`src/rtl/switch_led_ctrl.sv`:
```
// Per-channel switch synchroniser, counter debouncer and LED driver with follow/toggle modes and rise/fall pulses.
// Optional blink feature enabled by defining SWLED_BLINK_EN (adds blink_mask input).
module switch_led_ctrl #(
  parameter int CH          = 16,
  parameter int SYNC_STAGES = 2,
  parameter int DB_CYCLES   = 1000000,
  parameter int BLINK_HALF  = 25000000
) (
  input  logic          clk,
  input  logic          rst_n,
  input  logic [CH-1:0] sw,
  input  logic          mode,
`ifdef SWLED_BLINK_EN
  input  logic [CH-1:0] blink_mask,
`endif
  output logic [CH-1:0] led,
  output logic [CH-1:0] sw_db,
  output logic [CH-1:0] rise,
  output logic [CH-1:0] fall
);

  localparam int CW = $clog2(DB_CYCLES + 1);
  localparam logic [CW-1:0] CNT_LAST = CW'(DB_CYCLES - 1);

  if (CH < 1 || SYNC_STAGES < 2 || DB_CYCLES < 1 || BLINK_HALF < 1) begin : g_param_check
    $error("switch_led_ctrl: illegal parameter value");
  end

  logic [CH-1:0] sync_q [SYNC_STAGES];
  logic [CH-1:0] s;
  logic [CW-1:0] cnt      [CH];
  logic [CW-1:0] cnt_next [CH];
  logic [CH-1:0] db_next;
  logic [CH-1:0] tog;
  logic [CH-1:0] rise_next;
  logic [CH-1:0] sel;
  logic [CH-1:0] led_next;

  assign s = sync_q[SYNC_STAGES-1];

  always_ff @(posedge clk) begin
    if (!rst_n) begin
      for (int k = 0; k < SYNC_STAGES; k++) sync_q[k] <= '0;
    end else begin
      sync_q[0] <= sw;
      for (int k = 1; k < SYNC_STAGES; k++) sync_q[k] <= sync_q[k-1];
    end
  end

  // A level is accepted only after DB_CYCLES consecutive clocks disagreeing with sw_db.
  always_comb begin
    for (int i = 0; i < CH; i++) begin
      cnt_next[i] = '0;
      db_next[i]  = sw_db[i];
      if (s[i] != sw_db[i]) begin
        if (cnt[i] == CNT_LAST) db_next[i] = s[i];
        else                    cnt_next[i] = cnt[i] + CW'(1);
      end
    end
  end

  assign rise_next = db_next & ~sw_db;
  assign sel       = mode ? tog : db_next;

`ifdef SWLED_BLINK_EN
  localparam int BW = $clog2(BLINK_HALF + 1);
  localparam logic [BW-1:0] BLINK_LAST = BW'(BLINK_HALF - 1);

  logic [BW-1:0] blink_cnt;
  logic          blink_phase;

  always_ff @(posedge clk) begin
    if (!rst_n) begin
      blink_cnt   <= '0;
      blink_phase <= 1'b0;
    end else if (blink_cnt == BLINK_LAST) begin
      blink_cnt   <= '0;
      blink_phase <= ~blink_phase;
    end else begin
      blink_cnt <= blink_cnt + BW'(1);
    end
  end

  // Masked channels that would be lit follow the blink phase instead.
  assign led_next = sel & (~blink_mask | {CH{blink_phase}});
`else
  assign led_next = sel;
`endif

  always_ff @(posedge clk) begin
    if (!rst_n) begin
      for (int i = 0; i < CH; i++) cnt[i] <= '0;
      sw_db <= '0;
      tog   <= '0;
      led   <= '0;
      rise  <= '0;
      fall  <= '0;
    end else begin
      for (int i = 0; i < CH; i++) cnt[i] <= cnt_next[i];
      sw_db <= db_next;
      tog   <= tog ^ rise_next;
      led   <= led_next;
      rise  <= rise_next;
      fall  <= ~db_next & sw_db;
    end
  end

endmodule

```
`config.mk`:
```
export PLATFORM = sky130hd
export DESIGN_NAME = switch_led_ctrl
export DESIGN_NICKNAME = d
export VERILOG_FILES = /design/src/rtl/switch_led_ctrl.sv
export SDC_FILE = /design/constraint.sdc
export NUM_CORES = 1
export LEC_CHECK = 0
export CORE_UTILIZATION = 40
export DETAILED_ROUTE_END_ITERATION = 10
export PLACE_DENSITY = 0.63
export SYNTH_ARGS = -nofsm -noshare
export SYNTH_HDL_FRONTEND = slang
export SYNTH_SLANG_ARGS = --single-unit
```
`constraint.sdc`:
```
create_clock -name clk -period 2.4 [get_ports clk]
set_clock_uncertainty 0.2 [all_clocks]
set_input_delay 0.48 -clock clk [delete_from_list [all_inputs] [get_ports clk]]
set_output_delay 0.48 -clock clk [all_outputs]
set_load 0.02 [all_outputs]
```
==> impl_results.html, run 1 <==
<table>
<tr><th>Metric</th><th>Value</th></tr>
<tr><th colspan="2">Global route</th></tr>
<tr><td>Initial antenna violation count</td><td>0</td></tr>
<tr><td>Total global-route track usage</td><td>between 10% and 20%</td></tr>
<tr><td>Remaining Overflow, GRT</td><td>0</td></tr>
<tr><td>Pin count of the biggest net entering global routing</td><td>33</td></tr>
<tr><td>Wire length of the first global-routing pass</td><td>64.4 mm</td></tr>
<tr><td>Via count of the first global-routing pass</td><td>13900</td></tr>
<tr><th colspan="2">Clock tree</th></tr>
<tr><td>Number of buffers on the longest clock path</td><td>3</td></tr>
<tr><td>Number of sinks driven by the clock tree</td><td>432</td></tr>
<tr><td>Clock root buffer</td><td>sky130_fd_sc_hd__clkbuf_16</td></tr>
<tr><td>Worst-Skew Late Latency</td><td>560 ps</td></tr>
<tr><td>Level count of the clock H-tree</td><td>2</td></tr>
<tr><td>Post-CTS Hold Buffers</td><td>0</td></tr>
<tr><td>Total CTS buffers</td><td>48</td></tr>
<tr><td>Clock edge transition at the registers on the reported setup and hold paths</td><td>approximately 60 ps</td></tr>
<tr><td>Clock tree from TritonCTS</td><td>yes</td></tr>
<tr><th colspan="2">Pwr</th></tr>
<tr><td>Reg power frac</td><td>47.7%</td></tr>
<tr><td>VDD IR-drop max</td><td>approximately 600 µV</td></tr>
<tr><td>Power density relative to cell area</td><td>698 nW/µm²</td></tr>
<tr><td>Sum of internal, switching and leakage power</td><td>15.2 mW</td></tr>
<tr><td>Standby leakage power</td><td>6.60 nW</td></tr>
<tr><td>Net switching power</td><td>3.11 mW</td></tr>
<tr><td>Internal power of the cells</td><td>roughly 12 mW</td></tr>
<tr><td>Power share of the combinational group</td><td>under 10%</td></tr>
<tr><td>Power share of the clock group</td><td>50.5%</td></tr>
<tr><td>Switching fraction of total power</td><td>approximately a fifth</td></tr>
<tr><th colspan="2">Floorplan</th></tr>
<tr><td>Count of boundary I/O pins</td><td>83</td></tr>
<tr><td>Placement Rows</td><td>77</td></tr>
<tr><td>Die H</td><td>216 µm</td></tr>
<tr><td>Area of the core</td><td>44600 µm²</td></tr>
<tr><td>Die ar.</td><td>46500 µm²</td></tr>
<tr><td>Effective utilization at floorplan</td><td>40.9%</td></tr>
<tr><td>Width of the chip</td><td>~220 µm</td></tr>
<tr><th colspan="2">Timing</th></tr>
<tr><td>Count of final setup violators</td><td>0</td></tr>
<tr><td>Final worst hold slack</td><td>110 ps</td></tr>
<tr><td>Final count of hold timing violations</td><td>0</td></tr>
<tr><td>Final WS setup</td><td>between 20 and 30 ps</td></tr>
<tr><td>Number of max-slew violations in the final report</td><td>0</td></tr>
<tr><td>Worst Tran Pin Value</td><td>between 500 and 600 ps</td></tr>
<tr><td>Max_slew headroom</td><td>62.4%</td></tr>
<tr><td>Fmax achieved</td><td>about 420 MHz</td></tr>
<tr><td>Period Utilization, post-route</td><td>98.9%</td></tr>
<tr><td>Unrepaired setup endpoints after global routing</td><td>true</td></tr>
<tr><td>Min Tclk post-route</td><td>2370 ps</td></tr>
<tr><th colspan="2">Finish</th></tr>
<tr><td>Antenna diode instance count</td><td>0</td></tr>
<tr><td>Final Cell Area</td><td>21700 µm²</td></tr>
<tr><td>Leading cell types in the layout, fill and taps excluded</td><td>sky130_fd_sc_hd__dfxtp_1 (428), sky130_fd_sc_hd__nor2_1 (259), sky130_fd_sc_hd__a21oi_1 (135), sky130_fd_sc_hd__nand3_1 (107), sky130_fd_sc_hd__xnor2_1 (105)</td></tr>
<tr><td>Synth-to-layout area growth</td><td>19.1%</td></tr>
<tr><td>Core occupancy in the finished layout</td><td>48.7%</td></tr>
<tr><td>Number of nets in the layout</td><td>around 2200</td></tr>
<tr><td>Fill cells</td><td>4229</td></tr>
<tr><td>Share of final-layout standard cells stronger than drive strength 1</td><td>8.22%</td></tr>
<tr><td>Most common cell after layout, fill and taps aside</td><td>sky130_fd_sc_hd__dfxtp_1</td></tr>
<tr><th colspan="2">Worst setup path</th></tr>
<tr><td>Category of the critical setup timing path</td><td>flop to flop</td></tr>
<tr><td>Element type at the critical path start</td><td>flop</td></tr>
<tr><td>Top fanout value on the critical path</td><td>6</td></tr>
<tr><td>FF-to-FF setup slack</td><td>30 ps</td></tr>
<tr><td>Crit path capture</td><td>tog[1]</td></tr>
<tr><td>Reg2reg end</td><td>tog[1]</td></tr>
<tr><td>Critical Path RT</td><td>2690 ps</td></tr>
<tr><td>Reg2Reg Launch Point</td><td>cnt[0][32]</td></tr>
<tr><td>Data arrival time of the critical path</td><td>2660 ps</td></tr>
<tr><td>First element of the critical path</td><td>cnt[0][32]</td></tr>
<tr><td>FF-to-FF path depth</td><td>4</td></tr>
<tr><td>Crit. End Element</td><td>flop</td></tr>
<tr><th colspan="2">Logic synthesis</th></tr>
<tr><td>Synth Flop Type</td><td>sky130_fd_sc_hd__dfxtp_1</td></tr>
<tr><td>Number of cells produced by synthesis</td><td>2085</td></tr>
<tr><td>Average size of a mapped cell</td><td>between 8 and 9 µm²</td></tr>
<tr><td>Library cells used by synthesis</td><td>45</td></tr>
<tr><td>Syn Nets</td><td>between 2000 and 2500</td></tr>
<tr><td>Synth Register Bits</td><td>around 430</td></tr>
<tr><td>Synth warnings</td><td>0</td></tr>
<tr><td>Post-synthesis async set-or-reset flop share</td><td>0%</td></tr>
<tr><td>Synthesized area</td><td>18300 µm²</td></tr>
<tr><td>Sequential share of the synthesized area</td><td>between 40% and 50%</td></tr>
<tr><td>Number of enable-type register cells in the synthesized netlist</td><td>0</td></tr>
<tr><th colspan="2">Route</th></tr>
<tr><td>Routed length per instance</td><td>13.4 µm</td></tr>
<tr><td>Routed Wire Length</td><td>37.8 mm</td></tr>
<tr><td>Iter 0 DRT Violations</td><td>691</td></tr>
<tr><td>ANT nets after route</td><td>0</td></tr>
<tr><td>Via density per instance</td><td>5.31</td></tr>
<tr><td>First-pass iteration count of the detailed router</td><td>4</td></tr>
<tr><td>Post-route DRC</td><td>0</td></tr>
<tr><td>Count of vias placed by the detailed router</td><td>between 15000 and 20000</td></tr>
<tr><th colspan="2">Hold path</th></tr>
<tr><td>Worst Hold Class</td><td>primary input to flop</td></tr>
<tr><td>Hold Startpoint</td><td>rst_n</td></tr>
<tr><th colspan="2">Place</th></tr>
<tr><td>Instance area after placement</td><td>20000 µm²</td></tr>
<tr><td>Post-Place Worst Slack</td><td>-21.4 ps</td></tr>
<tr><td>Final HPWL DP</td><td>25.6 mm</td></tr>
<tr><td>Count of buffers inserted at the top-level ports</td><td>82</td></tr>
<tr><td>Gp weighted congestion</td><td>0.795</td></tr>
<tr><th colspan="2">Run status</th></tr>
<tr><td>Result of the run</td><td>finished clean</td></tr>
<tr><th colspan="2">Run</th></tr>
<tr><td>Max-cap violation count</td><td>0</td></tr>
</table>
[critical path: stages (launching register included)]
cell and delay [ps]:
sky130_fd_sc_hd__dfxtp_4 340, sky130_fd_sc_hd__or4_4 510, sky130_fd_sc_hd__or4_4 560, sky130_fd_sc_hd__or4b_1 540, sky130_fd_sc_hd__a21oi_1 140
[repair_timing]
item,in CTS,in global routing
pin swaps,0,4
endpoints found under the setup margin,3,113
setup buffers,0,2
resized for setup,2,15
hold endpoints to repair,0,0
[Yosys cell counts (5+ instances only)]
library cell / n / area share [%]
sky130_fd_sc_hd__dfxtp_1: 432 / 47
sky130_fd_sc_hd__nor2_1: 259 / 5.3
sky130_fd_sc_hd__a21oi_1: 135 / 3.7
sky130_fd_sc_hd__nand3_1: 107 / 2.9
sky130_fd_sc_hd__xnor2_1: 105 / 5.0
sky130_fd_sc_hd__nand2_1: 102 / 2.1
sky130_fd_sc_hd__o21ai_0: 93 / 2.6
sky130_fd_sc_hd__or3_1: 83 / 2.8
sky130_fd_sc_hd__inv_1: 79 / 1.6
sky130_fd_sc_hd__nand4_1: 79 / 2.7
sky130_fd_sc_hd__xor2_1: 77 / 3.7
sky130_fd_sc_hd__or4_1: 72 / 3.0
sky130_fd_sc_hd__clkbuf_1: 62 / 1.3
sky130_fd_sc_hd__nor4_1: 51 / 1.7
sky130_fd_sc_hd__o31ai_1: 49 / 2.0
sky130_fd_sc_hd__and2_1: 41 / 1.4
sky130_fd_sc_hd__and3_1: 31 / 1.1
sky130_fd_sc_hd__nor3_1: 29 / 0.80
sky130_fd_sc_hd__and4_1: 24 / 1.2
sky130_fd_sc_hd__nor2b_1: 19 / 0.65
sky130_fd_sc_hd__buf_2: 18 / 0.49
sky130_fd_sc_hd__a31oi_1: 16 / 0.55
sky130_fd_sc_hd__ha_1: 16 / 1.1
sky130_fd_sc_hd__nor4b_1: 14 / 0.67
sky130_fd_sc_hd__o221ai_1: 13 / 0.62
sky130_fd_sc_hd__nand2b_1: 11 / 0.38
sky130_fd_sc_hd__or4b_1: 10 / 0.55
sky130_fd_sc_hd__or2_2: 8 / 0.27
sky130_fd_sc_hd__a31o_2: 6 / 0.29
sky130_fd_sc_hd__nand4b_1: 6 / 0.29
sky130_fd_sc_hd__nand3b_1: 5 / 0.21
sky130_fd_sc_hd__nor4bb_1: 5 / 0.27
sky130_fd_sc_hd__o41ai_1: 5 / 0.24
[routing by layer]
| layer | up-vias | part of all wire [%] | global-route usage, % |
|---|---|---|---|
| li1 | 7701 | - | - |
| met1 | 7104 | 48 | 20.9 |
| met2 | 184 | 46 | 26.5 |
| met3 | 53 | 3.5 | 3.06 |
| met4 | 0 | 2.4 | 6.38 |
| met5 | - | 0 | 0 |
[power by group through the flow]
stage | Sequential (mW) | Clock (mW) | Combinational [mW]
CTS | 7.24 | 7.91 | 0.265
finish | 7.24 | 7.66 | 0.262
global route | 7.24 | 8.21 | 0.291
floorplan | 7.40 | 0 | 0.123
global placement | 7.40 | 0 | 0.260
detailed placement | 7.40 | 0 | 0.264
[final cells by class]
type                    count  area (µm²)  share of cell area (%)
multi-input cells        1494        9020                    41.5
clock buffers              65        1370                    6.29
repair buffers            147        1370                    6.28
flip-flops and latches    432        8660                    39.8
inverters                  79         297                    1.36
well taps                 592         741                    3.41
clock inverters            22         295                    1.36
[logic make-up after synthesis]
logic type	count (synthesis)	synth area share [%]
AO/OA/AOI/OAI	324	10.3
flip-flops	432	47.4
XOR/XNOR	182	8.73
AND/OR/NAND/NOR	971	29.0
adder cells (fa/ha/maj)	16	1.10
buffers and inverters	159	3.39
multiplexers	1	0.0548
[worst min-delay path by stage]
stage	end	slack, ps	cells after the start
global placement	sync_q[0][17]	220	1
finish	sync_q[0][17]	110	2
CTS	sync_q[0][17]	60	2
floorplan	sync_q[0][16]	210	1
global route	sync_q[0][17]	90	2
detailed placement	sync_q[0][20]	220	1
[sequential cells by signal, summed over array words and instances, names as in the netlist]
signal	count
sync_q	32
led	16
sw_db	16
tog	16
fall	16
rise	16
cnt	320
[metrics by stage]
stage | TNS [ps] | cells
5_1_grt | -4.49 | 2831
3_5_place_dp | -21.4 | 2742
6_report | 0 | 2831
2_1_floorplan | 0 | 2085
3_3_place_gp | -33.5 | 2742
4_1_cts | 0 | 2829
No activity file was read; power rests on OpenSTA's default activity.
==> inputs of run 2 (changes only) <==
--- a/config.mk
+++ b/config.mk
@@ -5,9 +5,11 @@
 export SDC_FILE = /design/constraint.sdc
 export NUM_CORES = 1
 export LEC_CHECK = 0
+export ABC_AREA = 1
+export CORE_ASPECT_RATIO = 1.75
 export CORE_UTILIZATION = 40
 export DETAILED_ROUTE_END_ITERATION = 10
-export PLACE_DENSITY = 0.63
+export PLACE_DENSITY = 0.62
 export SYNTH_ARGS = -nofsm -noshare
 export SYNTH_HDL_FRONTEND = slang
 export SYNTH_SLANG_ARGS = --single-unit
==> impl_results.html, run 2 <==
<table>
<tr><th>Metric</th><th>Value</th></tr>
<tr><th colspan="2">Floorplan</th></tr>
<tr><td>Effective utilization at floorplan</td><td>40.7% (-0.22 points)</td></tr>
<tr><td>Count of boundary I/O pins</td><td>83 (unchanged)</td></tr>
<tr><td>Placement Rows</td><td>112 (+45%)</td></tr>
<tr><td>Die H</td><td>311 µm (+44%)</td></tr>
<tr><td>Area of the core</td><td>53500 µm² (+20%)</td></tr>
<tr><td>Width of the chip</td><td>178 µm (-17%)</td></tr>
<tr><td>Die ar.</td><td>55400 µm² (+19%)</td></tr>
<tr><th colspan="2">Finish</th></tr>
<tr><td>Most common cell after layout, fill and taps aside</td><td>sky130_fd_sc_hd__nand2_1</td></tr>
<tr><td>Fill cells</td><td>5565 (+32%)</td></tr>
<tr><td>Flip-flop count of the largest register after layout</td><td>320 (unchanged)</td></tr>
<tr><td>Leading cell types in the layout, fill and taps excluded</td><td>sky130_fd_sc_hd__nand2_1 (766), sky130_fd_sc_hd__nor2_1 (622), sky130_fd_sc_hd__dfxtp_1 (432), sky130_fd_sc_hd__inv_1 (405), sky130_fd_sc_hd__nand3_1 (207)</td></tr>
<tr><td>Register with the most flip-flops</td><td>cnt</td></tr>
<tr><td>Antenna diode instance count</td><td>0 (unchanged)</td></tr>
<tr><td>Share of final-layout standard cells stronger than drive strength 1</td><td>7.74% (-0.48 points)</td></tr>
<tr><td>Synth-to-layout area growth</td><td>14.6%</td></tr>
<tr><td>Top Registers</td><td>cnt (320), sync_q (32)</td></tr>
<tr><td>Number of nets in the layout</td><td>3399 (+52%)</td></tr>
<tr><th colspan="2">Logic synthesis</th></tr>
<tr><td>Average size of a mapped cell</td><td>6.69 µm² (-24%)</td></tr>
<tr><td>Sequential share of the synthesized area</td><td>39.7% (-7.7 points)</td></tr>
<tr><td>Synth Register Bits</td><td>432 (unchanged)</td></tr>
<tr><td>Number of enable-type register cells in the synthesized netlist</td><td>0 (unchanged)</td></tr>
<tr><td>Dominant cell type by area after synthesis</td><td>sky130_fd_sc_hd__dfxtp_1</td></tr>
<tr><td>Synth warnings</td><td>0 (unchanged)</td></tr>
<tr><td>Top cell type's share of synthesized area</td><td>39.7% (-7.7 points)</td></tr>
<tr><td>Top cells by count, synth</td><td>sky130_fd_sc_hd__nand2_1 (766), sky130_fd_sc_hd__nor2_1 (622), sky130_fd_sc_hd__dfxtp_1 (432), sky130_fd_sc_hd__inv_1 (405), sky130_fd_sc_hd__nand3_1 (207)</td></tr>
<tr><td>Syn Nets</td><td>3292 (+55%)</td></tr>
<tr><td>Number of cells produced by synthesis</td><td>3257 (+56%)</td></tr>
<tr><td>Dominant cells by area after synthesis</td><td>sky130_fd_sc_hd__dfxtp_1 (40%), sky130_fd_sc_hd__nand2_1 (13%), sky130_fd_sc_hd__nor2_1 (11%), sky130_fd_sc_hd__inv_1 (7.0%), sky130_fd_sc_hd__nand3_1 (4.8%)</td></tr>
<tr><td>Synth Flop Type</td><td>sky130_fd_sc_hd__dfxtp_1</td></tr>
<tr><td>Library cells used by synthesis</td><td>43 (-4.4%)</td></tr>
<tr><td>Post-synthesis async set-or-reset flop share</td><td>0% (unchanged)</td></tr>
<tr><td>Most common cell in the netlist</td><td>sky130_fd_sc_hd__nand2_1</td></tr>
<tr><td>Synthesized area</td><td>21800 µm² (+19%)</td></tr>
<tr><th colspan="2">Timing</th></tr>
<tr><td>Min Tclk post-route</td><td>2350 ps (-27.1 ps)</td></tr>
<tr><td>Final count of hold timing violations</td><td>0 (unchanged)</td></tr>
<tr><td>Max_slew headroom</td><td>66.4% (+3.9 points)</td></tr>
<tr><td>Number of max-slew violations in the final report</td><td>0 (unchanged)</td></tr>
<tr><td>Fmax achieved</td><td>426 MHz (+1.2%)</td></tr>
<tr><td>Worst Tran Pin Value</td><td>503 ps (-55.6 ps)</td></tr>
<tr><td>Final total negative setup slack</td><td>0 ps (unchanged)</td></tr>
<tr><td>Unrepaired setup endpoints after global routing</td><td>false</td></tr>
<tr><td>Count of final setup violators</td><td>0 (unchanged)</td></tr>
<tr><td>Period Utilization, post-route</td><td>97.7% (-1.1 points)</td></tr>
<tr><th colspan="2">Worst setup path</th></tr>
<tr><td>Worst Path Buf+Inv</td><td>1 (+1)</td></tr>
<tr><td>FF-to-FF path depth</td><td>8 (+4)</td></tr>
<tr><td>Reg2Reg Launch Point</td><td>cnt[1][20]</td></tr>
<tr><td>Largest delay contributor family on the critical path</td><td>buffers and inverters</td></tr>
<tr><td>Worst stage delay on the critical path</td><td>660 ps (+100 ps)</td></tr>
<tr><td>Category of the critical setup timing path</td><td>flop to primary output</td></tr>
<tr><td>Top fanout value on the critical path</td><td>2 (-4)</td></tr>
<tr><td>Element type at the critical path start</td><td>flop</td></tr>
<tr><td>Crit. End Element</td><td>primary output</td></tr>
<tr><td>Cell with the biggest individual delay on the critical path</td><td>sky130_fd_sc_hd__clkdlybuf4s50_1</td></tr>
<tr><td>FF-to-FF setup slack</td><td>370 ps (+340 ps)</td></tr>
<tr><td>Critical Path, Cell by Cell</td><td>clkdlybuf4s50_1</td></tr>
<tr><td>Critical Path RT</td><td>1720 ps (-970 ps)</td></tr>
<tr><td>Reg2reg end</td><td>cnt[1][29]</td></tr>
<tr><td>Data arrival time of the critical path</td><td>1670 ps (-990 ps)</td></tr>
<tr><th colspan="2">Run</th></tr>
<tr><td>Max-cap violation count</td><td>0 (unchanged)</td></tr>
<tr><th colspan="2">Clock tree</th></tr>
<tr><td>Clock edge transition at the registers on the reported setup and hold paths</td><td>60 ps (about the same)</td></tr>
<tr><td>Clock root buffer</td><td>sky130_fd_sc_hd__clkbuf_16</td></tr>
<tr><td>Number of buffers on the longest clock path</td><td>3 (unchanged)</td></tr>
<tr><td>Worst-Skew Late Latency</td><td>560 ps (about the same)</td></tr>
<tr><td>Number of sinks driven by the clock tree</td><td>432 (unchanged)</td></tr>
<tr><td>Total CTS buffers</td><td>44 (-8.3%)</td></tr>
<tr><td>Clock tree from TritonCTS</td><td>yes</td></tr>
<tr><td># Post-CTS Setup Buffers</td><td>0 (unchanged)</td></tr>
<tr><td>Level count of the clock H-tree</td><td>2 (unchanged)</td></tr>
<tr><th colspan="2">Place</th></tr>
<tr><td>Count of buffers inserted at the top-level ports</td><td>82 (unchanged)</td></tr>
<tr><td>Final HPWL DP</td><td>40.4 mm (+58%)</td></tr>
<tr><td>Gp weighted congestion</td><td>0.910 (+14%)</td></tr>
<tr><th colspan="2">Hold path</th></tr>
<tr><td>End of the worst hold path</td><td>sw_db[4]</td></tr>
<tr><td>Hold Startpoint</td><td>rst_n</td></tr>
<tr><td>Hold Path Depth</td><td>3 (+1)</td></tr>
<tr><td>Worst Hold Class</td><td>primary input to flop</td></tr>
<tr><th colspan="2">Route</th></tr>
<tr><td>ANT nets after route</td><td>0 (unchanged)</td></tr>
<tr><td>Routed length per instance</td><td>13.0 µm (-2.9%)</td></tr>
<tr><td>Routed Wire Length</td><td>53.0 mm (+40%)</td></tr>
<tr><td>Count of vias placed by the detailed router</td><td>20000 (+33%)</td></tr>
<tr><td>Iter 0 DRT Violations</td><td>878 (+27%)</td></tr>
<tr><td>Post-route DRC</td><td>0 (unchanged)</td></tr>
<tr><td>Via density per instance</td><td>4.91 (-7.6%)</td></tr>
<tr><td>First-pass iteration count of the detailed router</td><td>5 (+1)</td></tr>
<tr><th colspan="2">Global route</th></tr>
<tr><td>Pin count of the biggest net entering global routing</td><td>48 (+45%)</td></tr>
<tr><td>Via count of the first global-routing pass</td><td>19500 (+40%)</td></tr>
<tr><td>Remaining Overflow, GRT</td><td>0 (unchanged)</td></tr>
<tr><td>Wire length of the first global-routing pass</td><td>89.0 mm (+38%)</td></tr>
<tr><td>Initial antenna violation count</td><td>0 (unchanged)</td></tr>
<tr><td>Total global-route track usage</td><td>19.4% (+3.2 points)</td></tr>
<tr><th colspan="2">Pwr</th></tr>
<tr><td>VDD IR-drop max</td><td>435 µV (-28%)</td></tr>
<tr><td>Sum of internal, switching and leakage power</td><td>15.2 mW (about the same)</td></tr>
<tr><td>Power density relative to cell area</td><td>607 nW/µm² (-13%)</td></tr>
<tr><td>Standby leakage power</td><td>8.56 nW (+30%)</td></tr>
<tr><th colspan="2">Run status</th></tr>
<tr><td>Result of the run</td><td>finished clean</td></tr>
</table>
run 2: cell count changes after synthesis, moves of 54 or more:
cell	previous run	this run
sky130_fd_sc_hd__inv_1	79	405
sky130_fd_sc_hd__xnor2_1	105	27
sky130_fd_sc_hd__or4_1	72	0
sky130_fd_sc_hd__o21ai_0	93	33
sky130_fd_sc_hd__or3_1	83	0
sky130_fd_sc_hd__nand4_1	79	134
sky130_fd_sc_hd__nand2_1	102	766
sky130_fd_sc_hd__clkbuf_1	62	8
sky130_fd_sc_hd__nor3_1	29	105
sky130_fd_sc_hd__nor2_1	259	622
sky130_fd_sc_hd__nand3_1	107	207
run 2: where the power goes:
part | internal [mW] | switching [mW] | leakage, nW
sequential | 7.21 | 0.0391 | 3.49
combinational | 0.104 | 0.171 | 4.28
clock | 4.66 | 2.98 | 0.789
run 2: repair_timing:
action,in CTS,in global routing
hold buffers,0,0
setup endpoints to repair,1,8
gates resized for setup,1,8
run 2: per-stage QoR:
stage | utilization, % | cells | hold slack, ps | instance area, µm² | setup WS (ps)
floorplan | - | 3257 | 190 | 21800 | 719
global placement | 43.6 | 4002 | 193 | 23300 | 346
detailed placement | 43.6 | 4002 | 195 | 23300 | 313
CTS | 46.6 | 4083 | 158 | 24900 | 4.22
global route | 46.6 | 4083 | 177 | 25000 | 7.16
finish | 46.6 | 4083 | 170 | 25000 | 54.6
run 2: area by class of cell:
type	instances	area, µm²	share of cell area, %
clock buffer	57	1250	5.01
clock inverter	24	363	1.45
inverter	444	1680	6.72
multi-input combinational	2341	11200	44.7
sequential	432	8650	34.6
tap	684	856	3.43
timing repair buffer	101	1000	4.02
run 2: worst max path at each step:
stage / startpoint / end / slack [ps] / cells past startpoint
CTS: sw_db[2] / sw_db[2] / 4 / 1
global route: sw_db[10] / sw_db[10] / 7 / 1
finish: sw_db[2] / sw_db[2] / 50 / 1
global placement: rst_n / cnt[1][22] / 350 / 6
detailed placement: rst_n / cnt[0][148] / 310 / 6
floorplan: cnt[1][100] / cnt[1][111] / 720 / 9
run 2: logic make-up (layout without fill, tap and decap cells):
| family | Yosys count | count (layout) | share of synthesized area (%) |
|---|---|---|---|
| adder cells (fa/ha/maj) | 16 | 16 | 0.919 |
| AND/OR/NAND/NOR | 2014 | 2014 | 41.6 |
| XOR/XNOR | 78 | 78 | 3.14 |
| AO/OA/AOI/OAI | 233 | 233 | 5.63 |
| flip-flops | 432 | 432 | 39.7 |
| buffers and inverters | 484 | 626 | 9.03 |
run 2: metal layers:
metal  vias up  GRT usage, %  routed length (µm)
met4         0          9.53                2520
li1      10600             -                   -
met5         -             0                   0
met3       151          2.27                1530
met1      9005          20.1               20700
met2       315          37.1               28200
